## src/rtl/spi_pkg.sv

```systemverilog
// Shared definitions for the SPI master: opcodes, FSM state encoding and frame geometry.
package spi_pkg;

  // {cmd, din}
  localparam int unsigned FRAME_W = 10;
  localparam int unsigned RX_W    = 8;

  typedef enum logic [1:0] {
    WR_ADDR = 2'b00,
    WR_DATA = 2'b01,
    RD_ADDR = 2'b10,
    RD_DATA = 2'b11
  } spi_cmd_e;

  typedef enum logic [2:0] {
    StIdle,
    StCmd,
    StShift,
    StHold,
    StTurn,
    StRecv,
    StEnd
  } spi_state_e;

endpackage

```

## src/rtl/spi_if.sv

```systemverilog
// SPI bus between master and slave.
//   SS_n : active-low slave select (master -> slave)
//   MOSI : serial data master -> slave
//   MISO : serial data slave -> master
interface spi_if;
  logic SS_n;
  logic MOSI;
  logic MISO;

  modport master (output SS_n, output MOSI, input MISO);
  modport slave  (input SS_n, input MOSI, output MISO);
endinterface

```

## src/rtl/spi_rx_shift.sv

```systemverilog
// LSB-first MISO collector: each enabled cycle shifts miso_i in at the top, so after
// eight samples the k-th sample sits in bit k.
//   clk, rst : clock, synchronous active-high reset
//   en_i     : sample miso_i this cycle
//   clr_i    : clear the collected byte
//   miso_i   : serial input
//   data_o   : collected byte
module spi_rx_shift
  import spi_pkg::*;
(
  input  logic            clk,
  input  logic            rst,
  input  logic            en_i,
  input  logic            clr_i,
  input  logic            miso_i,
  output logic [RX_W-1:0] data_o
);

  logic [RX_W-1:0] data_q, data_d;

  always_comb begin
    data_d = data_q;
    if (clr_i) begin
      data_d = '0;
    end else if (en_i) begin
      data_d = {miso_i, data_q[RX_W-1:1]};
    end
  end

  always_ff @(posedge clk) begin
    if (rst) begin
      data_q <= '0;
    end else begin
      data_q <= data_d;
    end
  end

  assign data_o = data_q;

endmodule

```

## src/rtl/spi_master.sv

```systemverilog
// SPI master: sends a 10-bit {cmd, din} frame MSB first after a one-cycle command bit,
// and for read-data commands waits RD_TURN cycles then collects a byte from MISO.
//   clk, rst : single clock (also the SPI bit clock), synchronous active-high reset
//   start    : request a transaction (ignored while busy)
//   cmd, din : opcode and payload, latched on acceptance
//   busy     : transaction in progress (CMD through END)
//   done     : one-cycle completion pulse (END)
//   rd_data  : last byte read; rd_valid pulses with done on read-data frames
//   spi      : SS_n / MOSI / MISO bus
module spi_master
  import spi_pkg::*;
#(
  parameter int unsigned RD_TURN = 2
) (
  input  logic            clk,
  input  logic            rst,
  input  logic            start,
  input  logic [1:0]      cmd,
  input  logic [7:0]      din,
  output logic            busy,
  output logic            done,
  output logic [RX_W-1:0] rd_data,
  output logic            rd_valid,
  spi_if.master           spi
);

  localparam logic [3:0] LastBit  = 4'(FRAME_W - 1);
  localparam logic [3:0] LastTurn = 4'(RD_TURN - 1);
  localparam logic [3:0] LastRecv = 4'(RX_W - 1);

  spi_state_e         state_q, state_d;
  logic [FRAME_W-1:0] frame_q, frame_d;
  logic [3:0]         cnt_q, cnt_d;
  logic [RX_W-1:0]    rd_data_q, rd_data_d;
  logic [RX_W-1:0]    rx_data;
  logic               rx_en, rx_clr;
  logic               ss_n, mosi;
  logic               is_rd;

  assign is_rd = (spi_cmd_e'(frame_q[FRAME_W-1 -: 2]) == RD_DATA);

  always_comb begin
    state_d   = state_q;
    frame_d   = frame_q;
    cnt_d     = cnt_q;
    rd_data_d = rd_data_q;
    ss_n      = 1'b0;
    mosi      = 1'b0;
    busy      = 1'b1;
    done      = 1'b0;
    rd_valid  = 1'b0;
    rx_en     = 1'b0;
    rx_clr    = 1'b0;
    unique case (state_q)
      StIdle: begin
        ss_n = 1'b1;
        busy = 1'b0;
        if (start) begin
          frame_d = {cmd, din};
          cnt_d   = '0;
          rx_clr  = 1'b1;
          state_d = StCmd;
        end
      end
      StCmd: begin
        mosi    = frame_q[FRAME_W-1];
        cnt_d   = '0;
        state_d = StShift;
      end
      StShift: begin
        mosi = frame_q[LastBit - cnt_q];
        if (cnt_q == LastBit) begin
          cnt_d   = '0;
          state_d = StHold;
        end else begin
          cnt_d = cnt_q + 4'd1;
        end
      end
      StHold: begin
        cnt_d = '0;
        if (!is_rd) begin
          state_d = StEnd;
        end else if (RD_TURN == 0) begin
          state_d = StRecv;
        end else begin
          state_d = StTurn;
        end
      end
      StTurn: begin
        if (cnt_q == LastTurn) begin
          cnt_d   = '0;
          state_d = StRecv;
        end else begin
          cnt_d = cnt_q + 4'd1;
        end
      end
      StRecv: begin
        rx_en = 1'b1;
        if (cnt_q == LastRecv) begin
          cnt_d   = '0;
          state_d = StEnd;
        end else begin
          cnt_d = cnt_q + 4'd1;
        end
      end
      StEnd: begin
        ss_n     = 1'b1;
        done     = 1'b1;
        rd_valid = is_rd;
        if (is_rd) begin
          rd_data_d = rx_data;
        end
        state_d = StIdle;
      end
      default: begin
        ss_n    = 1'b1;
        state_d = StIdle;
      end
    endcase
  end

  always_ff @(posedge clk) begin
    if (rst) begin
      state_q   <= StIdle;
      frame_q   <= '0;
      cnt_q     <= '0;
      rd_data_q <= '0;
    end else begin
      state_q   <= state_d;
      frame_q   <= frame_d;
      cnt_q     <= cnt_d;
      rd_data_q <= rd_data_d;
    end
  end

  spi_rx_shift u_rx (
    .clk   (clk),
    .rst   (rst),
    .en_i  (rx_en),
    .clr_i (rx_clr),
    .miso_i(spi.MISO),
    .data_o(rx_data)
  );

  // The collector already holds the full byte during END, so present it in that same
  // cycle alongside rd_valid; the register keeps it afterwards.
  assign rd_data  = (state_q == StEnd && is_rd) ? rx_data : rd_data_q;
  assign spi.SS_n = ss_n;
  assign spi.MOSI = mosi;

endmodule

```

## src/flat_wrapper.sv

```systemverilog
// flat-port wrapper written by rule: the top's interface ports become plain ports
module spi_master_flat import spi_pkg::*;
#(
  parameter int unsigned RD_TURN = 2
)
  (clk, rst, start, cmd, din, busy, done, rd_data, rd_valid, spi_SS_n, spi_MOSI, spi_MISO);
  spi_if spi_i ();
  input  logic clk;
  input  logic rst;
  input  logic start;
  input  logic [1:0] cmd;
  input  logic [7:0] din;
  output logic busy;
  output logic done;
  output logic [RX_W-1:0] rd_data;
  output logic rd_valid;
  output wire logic [$bits(spi_i.SS_n)-1:0] spi_SS_n;
  output wire logic [$bits(spi_i.MOSI)-1:0] spi_MOSI;
  input wire logic [$bits(spi_i.MISO)-1:0] spi_MISO;
  assign spi_SS_n = spi_i.SS_n;
  assign spi_MOSI = spi_i.MOSI;
  assign spi_i.MISO = spi_MISO;
  spi_master #(.RD_TURN(RD_TURN)) u_core (.clk(clk), .rst(rst), .start(start), .cmd(cmd), .din(din), .busy(busy), .done(done), .rd_data(rd_data), .rd_valid(rd_valid), .spi(spi_i));
endmodule
```

## config.mk

```make
export PLATFORM = sky130hd
export DESIGN_NAME = spi_master_flat
export DESIGN_NICKNAME = d
export VERILOG_FILES = /design/src/rtl/spi_pkg.sv /design/src/rtl/spi_if.sv /design/src/rtl/spi_rx_shift.sv /design/src/rtl/spi_master.sv /design/src/flat_wrapper.sv
export SDC_FILE = /design/constraint.sdc
export NUM_CORES = 1
export LEC_CHECK = 0
export ABC_AREA = 1
export BUFFER_PORTS_ARGS = -buffer_cell sky130_fd_sc_hd__buf_2
export CORE_MARGIN = 3
export CORE_UTILIZATION = 41
export CTS_CLUSTER_DIAMETER = 200
export DETAILED_ROUTE_END_ITERATION = 6
export PLACE_DENSITY = 0.65
export SYNTH_ARGS = -nofsm -noshare
export SYNTH_HDL_FRONTEND = slang
export SYNTH_HIERARCHICAL = 1
export SYNTH_SLANG_ARGS = --single-unit
```

## constraint.sdc

```tcl
create_clock -name clk -period 3.5 [get_ports clk]
set_input_delay 0.35 -clock clk [delete_from_list [all_inputs] [get_ports clk]]
set_output_delay 0.35 -clock clk [all_outputs]
set_load 0.1 [all_outputs]
```

# [Word-level counts from Yosys, hierarchy flattened]
# Index checks and enable logic that the tools add are counted.
[op_classes] addsub=2 magnitude_cmp=1 n_eq_ne=14 muxes=22 n_reduce_logical=10
[op_table] operator="one-hot mux 4 bit (5 select lines)" n=1
[op_table] operator="one-hot mux 3 bit (6 select lines)" n=1
[op_table] operator="two-way mux 4 bit" n=4
[op_table] operator="two-way mux 3 bit" n=4
[op_table] operator="equality test 3 bit (second input constant)" n=3
[op_table] operator="two-way mux 1 bit" n=8
[op_table] operator="two-way mux 8 bit" n=1
[op_table] operator="equality test 3 x 2 -> 1 bit (second input constant)" n=2
[op_table] operator="!= test 2 x 1 -> 1 bit (second input constant)" n=3
[op_table] operator="AND reduction 2 bit" n=3
[op_table] operator="< comparator 4 x 5 -> 1 bit (second input constant)" n=1
[op_table] operator="nonzero test 5 bit" n=1
[op_table] operator="OR reduction 5 bit" n=1
[op_table] operator="adder 4 x 1 -> 4 bit (second input constant)" n=1
[op_table] operator="binary-select mux 1 bit (select 4 bit)" n=1
[op_table] operator="equality test 4 x 1 -> 1 bit (second input constant)" n=1
[op_table] operator="equality test 4 x 3 -> 1 bit (second input constant)" n=1
[op_table] operator="equality test 4 bit (second input constant)" n=1
[op_table] operator="AND reduction 4 bit" n=1
[op_table] operator="OR reduction 2 bit" n=2
[op_table] operator="subtractor 4 bit (first input constant)" n=1
[op_table] operator="equality test 3 x 1 -> 1 bit (second input constant)" n=1
[op_table] operator="zero test 3 bit" n=1
[op_table] operator="equality test 2 bit (second input constant)" n=1
[op_table] operator="other kinds (4)" n=4
[totals] register_bits=33

# [Longest topological paths before layout]
# Gate-level depths: netlist of run 1.
[depth] ltp_word=4 mapped_depth=10

# [By module]
# The synthesis of run 1 kept the hierarchy.
[modules_own_cells] mod="spi_master" instances=1 cells_per_inst=194 area_per_inst_um2=1383.8
[modules_own_cells] mod="spi_rx_shift" instances=1 cells_per_inst=51 area_per_inst_um2=377.9

# [Worst setup path before layout of run 1]
# No wires, ideal clock.
[synth_timing] path_kind="register -> output" start="register u_core.state_q[1]" end="output port rd_data[7]" arrival_time_ps=2411 required_ps=3150 setup_slack_ps=739 stages_incl_launch_ff=8 path_cell_list="dfxtp_1 nand2_2 nor2_4 nand3_4 inv_4 or2_1 o21ai_1 inv_1"
[synth_between] elab_chain_len=3
[synth_lines] element="from (decl)" line_no="spi_master.sv:31" source="spi_state_e state_q, state_d;"
[synth_lines] element="from (signal assigned)" line_no="spi_master.sv:124" source="state_q <= StIdle;"
[synth_lines] element="from (signal assigned)" line_no="spi_master.sv:129" source="state_q <= state_d;"
[synth_lines] element="equality test 3 bit" line_no="spi_master.sv:147" source="assign rd_data = (state_q == StEnd && is_rd) ? rx_data : rd_data_q;"
[synth_lines] element="logical AND 1 bit" line_no="spi_master.sv:147"
[synth_lines] element="two-way mux 8 bit" line_no="spi_master.sv:147"
[synth_lines] element="to (decl)" line_no="flat_wrapper.sv:15" source="output logic [RX_W-1:0] rd_data;"
# No other way between the ends.

# [Final worst setup path of run 1]
[layout_timing] start="register u_core.cnt_q[1]" end="output port spi_MOSI"
[layout_between] elab_chain_len=4
[layout_lines] element="from (decl)" line_no="spi_master.sv:33" source="logic [3:0] cnt_q, cnt_d;"
[layout_lines] element="from (signal assigned)" line_no="spi_master.sv:131" source="cnt_q <= cnt_d;"
[layout_lines] element="subtractor 4 bit" line_no="spi_master.sv:71" source="mosi = frame_q[LastBit - cnt_q];"
[layout_lines] element="binary-select mux 1 bit (select 4 bit)" line_no="spi_master.sv:71"
[layout_lines] element="two-way mux 1 bit (implied by the code)" line_no="spi_master.sv:71"
[layout_lines] element="one-hot mux 1 bit (2 select lines)" line_no="spi_master.sv:54" source="unique case (state_q)"
[layout_lines] element="to (decl)" line_no="flat_wrapper.sv:18" source="output wire logic [$bits(spi_i.MOSI)-1:0] spi_MOSI;"
# No other way between the ends. The select of a mux whose other input is x is not followed.

==> results of run 1 <==
-- cells by family after synthesis --
| group | synth area share [%] |
|---|---|
| buf+inv | 13.0 |
| compound gates | 13.4 |
| fa+ha+maj | 2.84 |
| xor+xnor | 0.994 |
| flops | 37.5 |
| simple gates | 32.2 |
-- cell usage in the layout (no fill, tap or decap), drive strengths merged --
cell type / instances
xor2: 1
or2: 8
o21bai: 2
a21oi: 18
inv: 43
clkbuf: 5
dfxtp: 33
nand4: 1
clkinv: 1
bufinv: 2
o21ai: 18
buf: 28
nor2: 40
ha: 4
a211oi: 1
xnor2: 1
nand3: 16
o211ai: 1
nand2: 49
-- layout make-up --
type                       instances  area [um2]
inverter                          43         164
tap                               50        62.6
fill                             411        2050
sequential                        33         661
timing repair buffer              28         145
clock inverter                     3        65.1
clock buffer                       5        68.8
multi-input combinational        160         872
-- stage by stage --
step	utilization, %	cells	hold WS (ns)
2_1_floorplan	-	245	0.419
4_1_cts	49.9	322	0.336
6_report	49.9	322	0.344
5_1_grt	49.9	322	0.347
3_5_place_dp	46.6	314	0.448
3_3_place_gp	46.6	314	0.443
-- worst max-delay path: cells and delay by family, from the launching register on --
| family | cells | cell delay (ns) |
|---|---|---|
| compound gates | 1 | 0.18 |
| simple gates | 4 | 0.23 |
| flops | 1 | 0.42 |
| fa+ha+maj | 1 | 0.34 |
| buf+inv | 2 | 0.55 |
-- per-layer routing --
metal / vias to the layer above / GRT usage, % / routed length, um / part of all wire, %
li1: 802 / - / - / -
met2: 24 / 24.5 / 1570 / 46
met3: 4 / 4.49 / 147 / 4.3
met5: - / 0 / 0 / 0
met1: 643 / 18.6 / 1640 / 48
met4: 0 / 6.26 / 37 / 1.1
-- sequential cells by signal, indices dropped and copies added, names as in the netlist --
signal / cells
u_core/cnt_q: 4
u_core/frame_q: 10
u_core/rd_data_q: 8
u_core/state_q: 3
u_core/u_rx/data_o: 8
-- power by group through the flow --
| stage | logic (mW) | clock network, mW | registers [mW] |
|---|---|---|---|
| 2_1_floorplan | 0.518 | 0 | 0.471 |
| 3_3_place_gp | 0.566 | 0 | 0.503 |
| 3_5_place_dp | 0.566 | 0 | 0.505 |
| 4_1_cts | 0.569 | 0.440 | 0.496 |
| 5_1_grt | 0.632 | 0.456 | 0.507 |
| 6_report | 0.567 | 0.429 | 0.496 |
-- worst paths after layout --
check | start | to | cells after the start
setup / recovery | u_core/cnt_q[1] | spi_MOSI | 8
hold / removal | din[7] | u_core/frame_q[7] | 3
setup reg to reg | u_core/state_q[0] | u_core/u_rx/data_o[4] | 9
hold reg to reg | u_core/frame_q[1] | u_core/frame_q[1] | 2
==> results.txt, run 1 <==
- Net switching power of the design: roughly 0.62 mW
- Power after layout: 1.49 mW
- Starting DRT DRC Count: 79
- OpenSTA, run right after detailed placement, puts the worst setup slack at about 1.5 ns.
- Synthesis produced a netlist with a net count of roughly 260.
- Global routing consumed, over all layers together, between 10% and 20% of the routing resources.
* Syn. warnings: 6
* Reg2reg setup slack: 1.84 ns
* Power per unit of standard cell area: ~730 nW/um2
- 27 I/O pins were placed.
- The first detailed-routing pass took 4 iterations.
- Setup repair after global routing missed its margin: false
- CP max stage delay: 0.42 ns
- STA classifies the critical path startpoint as a register.
- The setup path with the least slack is of type register to output pin.
* Fraction of layout instances using a drive strength above 1: between 20% and 30%
* Post-cts gate resize count: 0
- Standby leakage power: between 1 and 1.5 nW
* Portion of the post-synthesis area used by sequential elements: a little under two fifths
- The die is slightly above 70 um tall.
* # DRC: 0
* CP required: approximately 3.2 ns
- The flow ran to the end, and the final reports show no timing, DRC or antenna violations.
- By area the synthesized netlist is led by sky130_fd_sc_hd__dfxtp_1 (38%), sky130_fd_sc_hd__nand2_1 (9.4%), sky130_fd_sc_hd__inv_1 (8.5%).
- In this run, the clock network consumes between 20 and 30% of the power.
- The count of buffers added on input and output ports is 26.
* TritonCTS clock tree: built
- Internal power comes to between 0.8 and 0.9 mW.
- Count of flip-flops with a built-in enable after synthesis: 0
- Maximum clock skew at final layout: between 0.008 and 0.009 ns
- After the last flow step, the layout net total stands at about 290.
- Post-synth top area share: around 38%
- The routed design could run at a clock period as short as ~2.3 ns.
- Row count: 23
- By instance count, the cell type seen most on the critical path is sky130_fd_sc_hd__nand2_1.
- List of most frequent post-synthesis cells: sky130_fd_sc_hd__nand2_1 (44), sky130_fd_sc_hd__inv_1 (40), sky130_fd_sc_hd__dfxtp_1 (33)
* Worst slew slack as a fraction of its limit: between 60 and 70%
- Across the VDD grid, the largest voltage drop is between 400 and 500 uV.
* DIE AREA: roughly 5100 um2
- The total overflow left after global routing is 0.
- Detailed placement ended at an HPWL of approximately 2400 um.
- Cell area reported after detailed placement: roughly 1900 um2
- Crit Path Max Fanout: 6
- In this run switching power makes up roughly two fifths of total power.
- Dominant register cell in the synthesized netlist: sky130_fd_sc_hd__dfxtp_1
- The count of endpoints failing hold in the final timing report came to 0.
- The final number of max-transition violations was 0.
- By instance count, the leading cell after synthesis is sky130_fd_sc_hd__nand2_1.
- Number of antenna diodes: 0
- Clk Latency, worst-skew pair: between 0.2 and 0.3 ns
- Post-CTS setup buffer count: 0
- In this run, the combinational gates consume between 30% and 40% of the power.
- Derived from the worst setup path, the maximum achievable clock frequency is around 430 MHz.
* Routability cong.: roughly 0.81
* Via-per-instance ratio: 4.57
* Floorplan core area: 4090 um2
- Count of mapped cells out of synthesis: approximately 250
- Clock buffer depth: 2
- Master of the slowest instance on the critical path: sky130_fd_sc_hd__dfxtp_1
- Max-cap violations in this run came to 0.
- Number of buffers inserted during clock tree synthesis: 5
- From synthesis to final layout, the design area changed by 15.7%.
- Initial antenna violation count: 0
* Maximum number of pins on one net before global-route repair: 22
- Routed wire length per instance: between 10 and 15 um
- Number of unique standard cell types used by synthesis: 30
* Die extent in x: around 72 um
- Number of buffers inserted for hold repair after clock tree synthesis: 0
- After clock tree synthesis, the clock-pin slew on the worst setup and hold paths is around 0.070 ns.
- For this block, the routed nets add up to approximately 3400 um of wire.
* Flops & latches, synth: 33
- Worst hold-check path type: primary input to register
- Traced cell by cell, the critical path runs through inv_1 > ha_1 > a211oi_1 > nand2_1 > nand2_1 > nand2_1 > nand2_1 > buf_2.
- Total number of vias: roughly 1500
- Number of levels in the clock H-tree: 2
* Tcrit/Tclk final: approximately 67%
* Final worst setup slack: roughly 1.2 ns
* Critical path endpoint category: output pin
- Number of global-route vias before repair: roughly 1400
- Synth area leader: sky130_fd_sc_hd__dfxtp_1
- For this configuration, the core starts out at a cell density of 43.1%.
- The clock net in this run drives a total of 33 sinks.
- The first global-routing pass estimated 6040 um of wire.
* Mean Syn Cell Area: between 7 and 8 um2
* Setup TNS: 0 ns
- The root buffer cell chosen for the clock tree is sky130_fd_sc_hd__clkbuf_8.
- Once detail routing completed, the nets flagged for antenna violations numbered 0.
* Sequential Power Share: roughly a third
- In this run the cell area of the synthesized design comes to ~1800 um2.
* Data arrival time of the critical path: ~2.0 ns
* Finished Cell Area: just over 2000 um2
* Actual slew at the worst max-slew pin: ~0.49 ns
- Setup violations remaining at the end of the flow were counted as 0.
- Proportion of register bits with asynchronous set or reset after synthesis: 0%
Note: power is estimated with default switching activity, not from simulation.
==> run 2: changes to the inputs <==
clock period = 2.4 ns   (was 3.5 ns; I/O delays follow)
==> run 2 against run 1 <==
  * Setup slack got worse by 0.99 ns
  * Clock skew fell by 0.0046 ns
  * Core utilization is 0.55 points higher
  * Sequential share of layout area is 0.35 points lower
  * Sequential power up 43%
  * Largest cell class unchanged
  * Via count rose by 0.34%
  * Die area unchanged
  * First-iteration DRC count decreased by 8.9%
  * Highest routed layer unchanged
  * Power grew 41%
  * Critical endpoint unchanged
==> results.txt, run 2 (synthesized netlist as in run 1, its figures left out) <==
* Most repeated library cell on the critical path: sky130_fd_sc_hd__nand2_1
- Via-per-instance ratio: 4.58 (about the same)
- Data arrival time of the critical path: 2.00 ns (about the same)
* Number of buffers inserted for hold repair after clock tree synthesis: 0 (unchanged)
- Type of the worst setup path: register to output pin
- Total congestion overflow after global routing: 0 (unchanged)
- Timing would allow up to about 450 MHz.
- Fraction of layout instances using a drive strength above 1: 28.6% (+2.8 points)
- The largest individual stage delay along the critical path comes from the cell sky130_fd_sc_hd__dfxtp_1.
* Number of antenna diodes: 0 (unchanged)
- The worst slew margin relative to its limit is 67.8% (+0.10 points).
- Root cell of the clock tree: sky130_fd_sc_hd__clkbuf_8
- The count of endpoints failing hold in the final timing report was 0 (unchanged).
- Clock buffer depth: 2 (unchanged)
- Portion of total power attributed to combinational logic: 40.8% (+2.8 points)
- Overall routing resource usage: 15.3% (+0.22 points)
- Post-CTS setup buffer count: 0 (unchanged)
* Routability cong.: 0.870 (+7.1%)
- In this run the worst hold path is classified as primary input to register.
* Crit Path Max Fanout: 6 (unchanged)
- Reg with most FFs: u_core/frame_q
- The switching share of total power came to 42.7% (+0.97 points).
- Routed wire length per instance: 10.9 um (+3.5%)
- Most common cell after layout, fill and taps aside: sky130_fd_sc_hd__nand2_1
- On the critical path the largest part of the delay comes from buffers and inverters.
* Cell area reported after detailed placement: 1940 um2 (+2.0%)
* Min cycle time layout: between 2 and 2.5 ns
- Initial cell density of the core: 43.1% (unchanged)
* Count of final setup violators: 0 (unchanged)
* Internal Pwr Total: 1.21 mW (+39%)
- The worst slack on hold paths was 0.241 ns (-0.103 ns).
* # DRC: 0 (unchanged)
- The startpoint identified for the worst register-to-register timing path is u_core/state_q[0].
- Leaving out fill and tap cells, the most frequent cells in the layout are sky130_fd_sc_hd__nand2_1 (44), sky130_fd_sc_hd__dfxtp_1 (33), sky130_fd_sc_hd__inv_1 (32), sky130_fd_sc_hd__buf_2 (25), sky130_fd_sc_hd__nor2_1 (23).
- Max-slew violation total from the final report: 0 (unchanged)
* Run status: finished clean
* Ports placed on the boundary: 27 (unchanged)
* Tcrit/Tclk final: around 93%
* CP max stage delay: 0.44 ns (+0.02 ns)
- Final worst setup slack: 0.164 ns (-0.987 ns)
- The total negative slack is 0 ns (unchanged).
* Maximum number of pins on one net before global-route repair: 19 (-14%)
- Wire length of the first global-routing pass: 6160 um (+2.1%)
* Routed Wire Length: 3530 um (+3.8%)
- Peak supply drop: 495 uV (+22%)
- Buffers added on ports: 26 (unchanged)
- CP required: 2.16 ns (-0.99 ns)
* Count of TritonRoute iterations in the first routing pass: 6 (+2)
- Layout overhead on the synthesized area: 17.0%
- Number of global-route vias before repair: 1366 (+0.81%)
* Clock share of power: 25.5% (-3.2 points)
* Power after layout: 2.10 mW (+41%)
- The critical path starts at u_core/cnt_q[1].
- Actual slew at the worst max-slew pin: 0.487 ns (-0.00153 ns)
* Min-delay src: din[1]
- Number of levels in the clock H-tree: 2 (unchanged)
- The clock latency reported for the late side of the worst-skew pair came to 0.28 ns (about the same).
- The number of violations of the max-capacitance limit came to 0 (unchanged).
- The buffering stage count on the worst path with inverters included came to 2 (unchanged).
* Initial antenna violation count: 0 (unchanged)
- The detailed placer's ending HPWL was 2660 um (+8.8%).
- TritonCTS clock tree: built
* Worst setup timing slack at the placement stage: 0.389 ns (-1.06 ns)
- The flip-flop count of the largest register after layout came to 10 (unchanged).
* Number of buffers inserted during clock tree synthesis: 5 (unchanged)
- Maximum clock skew at final layout: 0.00355 ns (-0.00456 ns)
- Row count: 23 (unchanged)
- The CTS sink count was 33 (unchanged).
* Net switching power of the design: 0.898 mW (+44%)
* Floorplan core area: 4090 um2 (unchanged)
- The leakage power came to 0.916 nW (-8.7%).
- Walking the worst path, the cells encountered are inv_1 > ha_1 > a211oi_1 > nand2_1 > nand2_1 > nand2_1 > nand2_1 > clkbuf_4.
- Floorplan die height: 71.6 um (unchanged)
- Layout net count: 290 (+0.35%)
- Finished Cell Area: 2060 um2 (+1.1%)
* Clock transition at path regs: 0.06 ns (about the same)
- Type of origin of the critical path: register
- DIE AREA: 5120 um2 (unchanged)
- Die extent in x: 71.6 um (unchanged)
- The count of cells resized by post-cts repair is 0 (unchanged).
* Total number of vias: 1478 (+0.34%)
- Fill cells: 427 (+3.9%)
- The DRC violation total after the first TritonRoute iteration is 72 (-8.9%).
- Critical path endpoint category: output pin
- Setup repair after global routing missed its margin: false
- Power per unit of standard cell area: 1020 nW/um2 (+39%)
- The number of routed nets with antenna violations was 0 (unchanged).
* Sequential Power Share: 33.7% (+0.5 points)
run 2: changes by cell type in the layout (fill, tap and decap cells not counted):
cell | before | now
sky130_fd_sc_hd__clkbuf_4 | 0 | 1
sky130_fd_sc_hd__inv_1 | 40 | 32
sky130_fd_sc_hd__bufinv_16 | 2 | 1
sky130_fd_sc_hd__buf_2 | 26 | 25
sky130_fd_sc_hd__clkinv_2 | 1 | 0
sky130_fd_sc_hd__clkbuf_8 | 5 | 6
sky130_fd_sc_hd__clkinvlp_4 | 0 | 8
sky130_fd_sc_hd__buf_4 | 2 | 3
sky130_fd_sc_hd__clkbuf_1 | 0 | 1
run 2: path summary, 6_finish.rpt:
path / cells after the start / to / slack, ns
worst min register to register: 2 / u_core/frame_q[5] / 0.46
worst max-delay path: 8 / spi_MOSI / 0.16
worst min-delay path: 3 / u_core/frame_q[1] / 0.24
worst max register to register: 9 / u_core/cnt_q[1] / 0.81
run 2: worst reg2reg max path, stage by stage, from the launching register on:
cell,delay (ns)
sky130_fd_sc_hd__dfxtp_1,0.55
sky130_fd_sc_hd__nand2_1,0.14
sky130_fd_sc_hd__nor2_2,0.10
sky130_fd_sc_hd__buf_4,0.25
sky130_fd_sc_hd__nand2_1,0.12
sky130_fd_sc_hd__inv_2,0.09
sky130_fd_sc_hd__nor2_4,0.05
sky130_fd_sc_hd__nor2_1,0.08
sky130_fd_sc_hd__nor2_1,0.05
sky130_fd_sc_hd__nor2_1,0.09
run 2: final cells by class:
class / instances / area [um2] / area share, %
Tap cell: 50 / 62.6 / 3.04
Multi-Input combinational cell: 160 / 872 / 42.3
Clock buffer: 7 / 86.3 / 4.19
Clock inverter: 1 / 30.0 / 1.46
Sequential cell: 33 / 661 / 32.1
Inverter: 43 / 194 / 9.41
Timing Repair Buffer: 29 / 155 / 7.53
run 2: layer usage:
metal	GRT usage [%]	vias to the layer above	share of wire, %
met5	0	-	0
met4	4.38	0	0.82
met3	5.05	4	5.1
met2	21.6	27	41
met1	22.2	638	53
li1	-	809	-
run 2: stage by stage:
step | util (%) | instances
2_1_floorplan | - | 245
3_3_place_gp | 47.5 | 315
3_5_place_dp | 47.5 | 315
4_1_cts | 50.4 | 323
5_1_grt | 50.4 | 323
6_report | 50.4 | 323
run 2: power groups by stage:
stage	Sequential [mW]	Clock, mW	Combinational, mW
global placement	0.719	0	0.856
floorplan	0.687	0	0.755
global route	0.722	0.579	0.955
detailed placement	0.723	0	0.859
CTS	0.711	0.551	0.862
finish	0.710	0.536	0.858
==> run 3: changes to the inputs <==
PLACE_DENSITY = 0.68   (was 0.65)
==> run 3 against run 2 <==
  * Flip-flop and latch count unchanged
  * Highest routed layer unchanged
  * Die area is the same
  * Cell area fell by 1.5%
  * Critical path type unchanged
  * Setup slack improved by 0.011 ns
  * Sequential power barely moved
  * Sequential share of layout area rose by 0.47 points
  * First-iteration DRC count grew 14%
  * Clock power down 21%
  * Clock skew grew 0.00088 ns
  * Via count up 1.3%
  * Routed wire length is 1.7% higher
==> results.txt, run 3 (synthesized netlist as in run 1, its figures left out) <==
- Run status: finished clean
- Die extent in x: 71.6 um (unchanged)
- The number of buffers on the longest clock path was 2 (unchanged).
- The number of antenna violations at the first check in global routing was 0 (unchanged).
* Standby leakage power: 0.902 nW (-1.5%)
- RR Startpoint: u_core/state_q[0]
* Count of TritonRoute iterations in the first routing pass: 4 (-2)
- The number of violations of the max-capacitance limit came to 0 (unchanged).
* R2R cell count: 9 (unchanged)
- The transition time at the pin with the least slew margin is 0.485 ns (-0.00250 ns).
- Count of antenna-violating nets left after detailed routing: 0 (unchanged)
- Row count: 23 (unchanged)
- The number of antenna cells inserted came to 0 (unchanged).
- Ports placed on the boundary: 27 (unchanged)
- The number of port buffers came to 26 (unchanged).
- Global-route met3 utilization: 4.21% (-0.84 points)
* Reg with most FFs: u_core/frame_q
* Tcrit/Tclk final: 92.7% (-0.44 points)
- Overall routing resource usage: 14.5% (-0.76 points)
- Max Clk Rate: 449 MHz (+0.48%)
* CP required: 2.16 ns (about the same)
- The worst slew margin relative to its limit came to 67.9% (+0.17 points).
- Setup TNS: 0 ns (unchanged)
- TritonCTS built the clock tree.
- The worst slack on hold paths came to 0.225 ns (-0.0156 ns).
- The post-layout total power is 2.00 mW (-5.1%).
- Half-perimeter wire length after detailed placement: 2570 um (-3.3%)
- Count of final setup violators: 0 (unchanged)
- Clock net sink count: 33 (unchanged)
- The highest net fanout along the worst path came to 6 (unchanged).
* Data arrival time of the critical path: 1.99 ns (about the same)
- The die boundary height is 71.6 um (unchanged).
* Number of flip-flops in the largest register: 10 (unchanged)
- Layout net count: 290 (unchanged)
* # DRC: 0 (unchanged)
- The worst clock skew on the final layout is 0.00442 ns (+0.000876 ns).
* Min cycle time layout: 2.23 ns (-0.0106 ns)
* Layout overhead on the synthesized area: 15.3%
- The starting utilization of the core area came to 43.1% (unchanged).
* Most frequent cells in the layout: sky130_fd_sc_hd__nand2_1 (44), sky130_fd_sc_hd__dfxtp_1 (33), sky130_fd_sc_hd__inv_1 (32), sky130_fd_sc_hd__buf_2 (25), sky130_fd_sc_hd__nor2_1 (23)
* Setup repair after global routing missed its margin: false
* Max-slew violation total from the final report: 0 (unchanged)
- Routing usage on met1: 21.1% (-1.1 points)
- The count of endpoints failing hold in the final timing report was 0 (unchanged).
- The DRC violation total after the first TritonRoute iteration is 82 (+14%).
- The number of buffers added by the clock tree synthesis step came to 5 (unchanged).
- The area after detailed placement came to 1940 um2 (unchanged).
- The total via count in the routed design was 1497 (+1.3%).
- The ratio of total power to cell area came to 984 nW/um2 (-3.7%).
- Worst reg2reg endpoint: u_core/u_rx/data_o[2]
- The average wire per cell in the routed design was 11.1 um (+1.7%).
* Number of global-route vias before repair: 1290 (-5.6%)
* Maximum number of pins on one net before global-route repair: 22 (+3)
* Wire length of the first global-routing pass: 5890 um (-4.4%)
* Fraction of layout instances using a drive strength above 1: 28.9% (+0.37 points)
* Type of the worst setup path: register to output pin
- The most critical setup path has its endpoint at spi_MOSI.
* Number of levels in the clock H-tree: 2 (unchanged)
- Floorplan core area: 4090 um2 (unchanged)
* Total congestion overflow after global routing: 0 (unchanged)
- Clock transition at path regs: 0.07 ns (about the same)
- Root cell of the clock tree: sky130_fd_sc_hd__clkbuf_8
- The post-route cell area came to 2030 um2 (-1.5%).
- Number of buffers inserted for hold repair after clock tree synthesis: 0 (unchanged)
- Via-per-instance ratio: 4.63 (+1.3%)
- STA classifies the critical path endpoint as an output pin.
- Peak-usage layer in the global routing report: met1
- Routed Wire Length: 3590 um (+1.7%)
- DIE AREA: 5120 um2 (unchanged)
- Worst hold-check path type: primary input to register
- Leaving out fill and tap cells, the most frequent cell in the layout is sky130_fd_sc_hd__nand2_1.
* Routing usage on met2: 20.2% (-1.4 points)
- Startpoint of the worst setup timing path: u_core/cnt_q[1]
- Type of origin of the critical path: register
- The minimum setup slack among reg-to-reg paths is 0.72 ns (-0.09 ns).
- Routability cong.: 0.816 (-6.2%)
- The clock latency reported for the late side of the worst-skew pair came to 0.29 ns (about the same).
- Peak supply drop: 493 uV (-0.53%)
==> run 3: cell count changes in the layout (fill, tap and decap cells not counted), sizes merged <==
cell,change
clkinv,+2
clkinvlp,+1
bufinv,-1
clkbuf,-3
buf,+1
==> run 3: report_power, final <==
group / internal [mW] / leakage (nW) / switching, mW / total [mW]
clock network: 0.200 / 0.0439 / 0.224 / 0.424
registers: 0.632 / 0.269 / 0.0794 / 0.711
logic: 0.237 / 0.590 / 0.625 / 0.862
==> run 3: cell type report <==
class | count | area (um2)
flip-flops and latches | 33 | 661
fillers | 439 | 2060
well taps | 50 | 62.6
multi-input cells | 160 | 872
inverters | 43 | 194
clock buffers | 5 | 68.8
repair buffers | 29 | 155
clock inverters | 3 | 17.5
==> run 3: worst min-delay path by stage <==
stage                            from                end  slack (ns)  depth (start not counted)
floorplan                         rst    u_core/cnt_q[3]        0.31                          1
global placement    u_core/frame_q[1]  u_core/frame_q[1]        0.44                          2
detailed placement  u_core/frame_q[3]  u_core/frame_q[3]        0.45                          2
CTS                            din[3]  u_core/frame_q[3]        0.22                          3
global route                   din[0]  u_core/frame_q[0]        0.24                          3
finish                         din[6]  u_core/frame_q[6]        0.23                          3
==> run 3: through the flow <==
step	instances	setup WS (ns)	util, %
global route	323	0.0370	49.7
CTS	323	0.0393	49.6
finish	323	0.175	49.7
floorplan	245	-0.0380	-
global placement	315	0.445	47.5
detailed placement	315	0.363	47.5
==> run 3: metal layers <==
metal  up-vias  routed length [um]
li1        809                   -
met1       654                1930
met2        30                1450
met3         4                 166
met4         0                  42
met5         -                   0
==> run 3: critical path, stage by stage, from the launching register on <==
cell and delay [ns]:
sky130_fd_sc_hd__dfxtp_1 0.44, sky130_fd_sc_hd__inv_1 0.14, sky130_fd_sc_hd__ha_1 0.36, sky130_fd_sc_hd__a211oi_1 0.19
sky130_fd_sc_hd__nand2_1 0.08, sky130_fd_sc_hd__nand2_1 0.08, sky130_fd_sc_hd__nand2_1 0.05, sky130_fd_sc_hd__nand2_1 0.07
sky130_fd_sc_hd__buf_4 0.29
==> run 3: repair_timing <==
item | in CTS | in global routing
gates resized for setup | 0 | 2
setup buffers | 0 | 0
endpoints found under the setup margin | 0 | 1
